### src/rtl/t_1s.sv
// One-second tick generator: divides clk by CLK_HZ/TICK_HZ into a 1-cycle strobe,
// a 50% square wave and (with T_1S_SECCNT_EN defined) a wrapping 12-bit tick counter.
module t_1s #(
    parameter int CLK_HZ  = 50_000_000,
    parameter int TICK_HZ = 1
) (
    input  logic        clk,
    input  logic        rst_n,
    input  logic        en,
    input  logic        clr,
    output logic        s,
    output logic        sq,
    output logic [11:0] sec_count
);

    localparam int DIV = CLK_HZ / TICK_HZ;
    localparam int CW  = (DIV > 1) ? $clog2(DIV) : 1;
    localparam logic [CW-1:0] LAST = CW'(DIV - 1);

    logic [CW-1:0] r_cnt;
    logic          r_s;
    logic          r_sq;
    logic          w_tc;
    logic          w_tick;

    assign w_tc   = (r_cnt == LAST);
    // Same qualification as the strobe branch below, so the counter moves on the tick edge.
    assign w_tick = rst_n && !clr && en && w_tc;

    always_ff @(posedge clk) begin
        if (!rst_n) begin
            r_cnt <= '0;
            r_s   <= 1'b0;
            r_sq  <= 1'b0;
        end else if (clr) begin
            r_cnt <= '0;
            r_s   <= 1'b0;
        end else if (!en) begin
            r_s   <= 1'b0;
        end else if (w_tc) begin
            r_cnt <= '0;
            r_s   <= 1'b1;
            r_sq  <= ~r_sq;
        end else begin
            r_cnt <= r_cnt + CW'(1);
            r_s   <= 1'b0;
        end
    end

`ifdef T_1S_SECCNT_EN
    logic [11:0] r_sec;

    always_ff @(posedge clk) begin
        if (!rst_n)
            r_sec <= 12'd0;
        else if (w_tick)
            r_sec <= r_sec + 12'd1;
    end

    assign sec_count = r_sec;
`else
    assign sec_count = 12'd0;
`endif

    assign s  = r_s;
    assign sq = r_sq;

endmodule

### config.mk
export PLATFORM = sky130hd
export DESIGN_NAME = t_1s
export DESIGN_NICKNAME = d
export VERILOG_FILES = /design/src/rtl/t_1s.sv
export SDC_FILE = /design/constraint.sdc
export NUM_CORES = 1
export LEC_CHECK = 0
export ABC_AREA = 1
export BUFFER_PORTS_ARGS = -buffer_cell sky130_fd_sc_hd__buf_2
export CORE_MARGIN = 2
export CORE_UTILIZATION = 60
export DETAILED_ROUTE_END_ITERATION = 10
export PLACE_DENSITY = 0.87
export SLEW_MARGIN = 15
export SYNTH_ARGS = -nofsm -noshare
export SYNTH_HDL_FRONTEND = slang
export SYNTH_SLANG_ARGS = --single-unit
### constraint.sdc
create_clock -name clk -period 2 [get_ports clk]
set_input_delay 0.2 -clock clk [delete_from_list [all_inputs] [get_ports clk]]
set_output_delay 0.2 -clock clk [all_outputs]
set_load 0.005 [all_outputs]
# Yosys cells after proc, flatten, opt, wreduce, memory -nomap -nowiden
# Cells that the tools add are included.
# Widths: inputs -> output; s select.
word_totals:
  input_bits: 4
  elab_cells: 14
  reg_bits: 28
op_classes:
  reduce_logical: 3
  add_sub_neg: 1
  n_bitwise: 4
  eq_ne: 1
  n_mux: 2
op_table:
  columns: ["cell", "count"]
  rows:
  - ["$add 26x1->26 const B", 1]
  - ["$eq 26x26->1 const B", 1]
  - ["$mux 26", 1]
  - ["$not 1->1", 4]
  - ["$reduce_and 3->1", 1]
  - ["$reduce_or 3->1", 1]
  - ["$reduce_or 2->1", 1]
  - ["$mux 1", 1]

# Logic depth before layout (Yosys ltp)
logic_depth:
  word_depth: 2
  depth_mapped: 9

# Worst setup path after synthesis
# OpenSTA, ideal clock, no wires.
synth_path:
  path_type: "reg-to-reg"
  start: "reg r_cnt[0]"
  end: "reg r_cnt[2]"
  path_stages_with_launch: 9
  path_buffers: 0
  path_slack_ns: 0.694
  t_arrival_ns: 1.187
  path_cell_list: "dfxtp_1 -> ha_1 -> inv_1 -> nor2_2 -> nand2_2 -> nor2_2 -> nand2_1 -> nand2_4 -> nor3_1"
synth_between:
  elab_chain_cells: 2
  elab_cells_between_ends: 3
  cone_classes: "add/sub: 1; eq/ne: 1; mux: 1"
synth_rtl:
  columns: ["element", "line", "rtl"]
  rows:
  - ["start, declared", "20", "logic [CW-1:0] r_cnt;"]
  - ["start signal, assigned", "45", "r_cnt <= r_cnt + CW'(1);"]
  - ["$add 26x1->26 or $eq 26x26->1 (tied branches)", "45, 26", null]
  - ["$mux 26 *", "40", "end else if (w_tc) begin"]
# Every way passes the cells marked *; elsewhere a longest branch is shown, timed or not.
# A chain may end at the register's enable or synchronous reset.

# Worst setup path in the final report
layout_path:
  start: "reg r_cnt[0]"
  end: "reg r_cnt[25]"
# The elaborated chain is that of the path after synthesis.

==> flow_summary.yaml <==
floorplanning:
  core_um2: 2730
  die_x_um: 57.5
  die_h_um: 57.5
  start_util_pct: 62.7
  die-area_um2: 3300
  placement_rows: 19
  ios: 18
drt:
  antenna_left: 0
  drc: 0
  vias: 1591
  viasPerCell: 5.30
  routed_wl_um: 3360
  first_iter_violations: 77
  wl_per_cell_um: 11.2
  dr.pass1.iters: 4
cells_and_area:
  final_nets: 277
  diodes: 0
  drive_gt1_share_pct: 11.5
  final_cell_area_um2: 1740
  area_delta_synth_final_pct: 1.75
yosys:
  yosysWarningCount: 0
  synthFlopType: "dfxtp_1"
  synth_top_area_share_pct: 32.7
  async_flop_share_pct: 0
  synth_area_leaders: "dfxtp_1 (33%), nand2_1 (13%), nor2_1 (13%), buf_4 (5.7%), inv_1 (4.8%)"
  syn-cell-area_um2: 1710
  synth_area_leader_cell: "dfxtp_1"
  ys_ff_latch: 28
  netlist_instances: 263
  synth_edf_count: 0
  ys_seq_area_share_pct: 32.7
  yosysUniqueCellTypes: 29
  syn_avg_cell_area_um2: 6.52
clock_network:
  cts_sinks: 28
  cts_resized: 0
  path_clk_slew_ns: 0.14
  clk_latency_ns: 0.33
  cts-root-buf: "clkbuf_4"
  cts_max_level: 1
  numCtsBuffers: 3
  cts_setup_buffers: 0
  cts.path.max_buffers: 2
  cts_tree: "done"
  holdBufCountCts: 0
timing:
  post-route-period-util_pct: 74.3
  rsz0062_at_grt: "false"
  fin_setup_tns_ns: 0
  min_period_ns: 1.49
  hold_viol: 0
  final.setup_skew_ns: 0.00305
  maxSlewViolCount: 0
  finalSetupViolCount: 0
  max_freq_mhz: 673
worst_setup_path:
  crit_slowest_cell: "a21oi_2"
  critPathTopFamily: "simple AND/OR/NAND/NOR gates"
  worstPathCellList: "ha_1 > inv_1 > nor2_2 > nand2_2 > nor2_2 > a21oi_2 > nand2_1 > nor2_1"
  path_class: "reg -> reg"
  arrival_ns: 1.77
  worst-path-max-fanout: 10
  worstSetupStartpointType: "flop"
  cpMostUsedCell: "nor2_2"
  crit_buf_inv: 1
  crit_path_end_kind: "flop"
  cp.required_ns: 2.28
  slowest_delay_ns: 0.39
global_route:
  grt_pass1_wl_um: 6230
  first_global_vias: 1476
  antenna_found_initial: 0
  grt_overflow: 0
  grt_max_degree: 15
  track_usage_pct: 23.5
power:
  ir_drop_v: 0.000504
  pwr_density_cell_nw_per_um2: 475
  power_leakage_nw: 0.610
hold_path:
  hp-class: "in -> reg"
place:
  routabilityCongestion: 0.873
  placed_cell_area_um2: 1720
  port-buffer-count: 5
  hpwlAfterDp_um: 2640
outcome:
  status: "finished clean"
flow_run:
  drv_cap: 0
## cell families after synthesis
| kind of cell | after synthesis | share of synthesized area [%] |
|---|---|---|
| flops | 28 | 32.7 |
| fa+ha+maj | 2 | 1.46 |
| compound gates | 16 | 5.26 |
| other cells | 1 | 0.219 |
| simple gates | 176 | 47.6 |
| buf+inv | 36 | 10.7 |
| xor+xnor | 4 | 2.04 |
## stage by stage
stage / hold WS, ns / power [mW] / cells / setup WS, ns / utilization (%)
floorplan: 0.320 / 0.621 / 274 / 0.694 / -
global placement: 0.442 / 0.612 / 297 / 0.563 / 63.0
detailed placement: 0.441 / 0.613 / 297 / 0.455 / 63.0
CTS: 0.0789 / 0.843 / 300 / 0.443 / 63.8
global route: 0.0950 / 0.864 / 300 / 0.291 / 63.8
finish: 0.0828 / 0.828 / 300 / 0.513 / 63.8
## worst min-delay path, stage by stage
cell and delay [ns]:
buf_2 0.10, nand2_1 0.05, nor2_1 0.03
## state kept, by name, indices dropped and copies added (netlist names)
register and count:
r_cnt 26, s 1, sq 1
## where the power goes
part,switching (mW),leakage [nW],internal [mW]
registers,0.00228,0.226,0.560
logic,0.0286,0.370,0.0102
clock network,0.157,0.0138,0.0709
## layer usage
layer | vias up | track usage, % | wire length (um)
met5 | - | 0 | 0
met4 | 0 | 6.31 | 25
met3 | 5 | 5.67 | 245
met2 | 52 | 36.5 | 1530
met1 | 719 | 32.8 | 1550
li1 | 815 | - | -
## layout make-up
cell class              instances  area (um2)
clock buffers                   3        22.5
fillers                       265         990
inverters                      23        86.3
multi-input cells             210        1010
flip-flops and latches         28         561
well taps                      31        38.8
repair buffers                  5        25.0
## layout by cell type, fill, tap and decap left out, drive strengths merged
master	count
inv	23
xnor2	1
nand3	19
nand4	7
a21oi	11
o21ai	2
a31oi	1
nand2	67
o21bai	2
dfxtp	28
xor2	3
conb	12
and2	2
clkbuf	3
nor2	72
or2	3
ha	2
nor3	6
buf	5
## synthesized netlist by cell type (3+ instances only)
| library cell | instances |
|---|---|
| nand2_2 | 5 |
| nand3_1 | 16 |
| buf_4 | 13 |
| nand4_1 | 7 |
| nor2_1 | 61 |
| inv_1 | 22 |
| nand2_1 | 61 |
| dfxtp_1 | 28 |
| a21oi_1 | 10 |
| xor2_1 | 3 |
| nor3_1 | 6 |
| nor2_2 | 8 |
## worst paths after layout
| check | slack (ns) | endpoint | cells past startpoint | from |
|---|---|---|---|---|
| max | 0.51 | r_cnt[25] | 8 | r_cnt[0] |
| min | 0.08 | sq | 3 | rst_n |
| max reg2reg | 0.51 | r_cnt[25] | 8 | r_cnt[0] |
| min reg2reg | 0.54 | sq | 3 | sq |
Power figures use the tool's default switching activity.
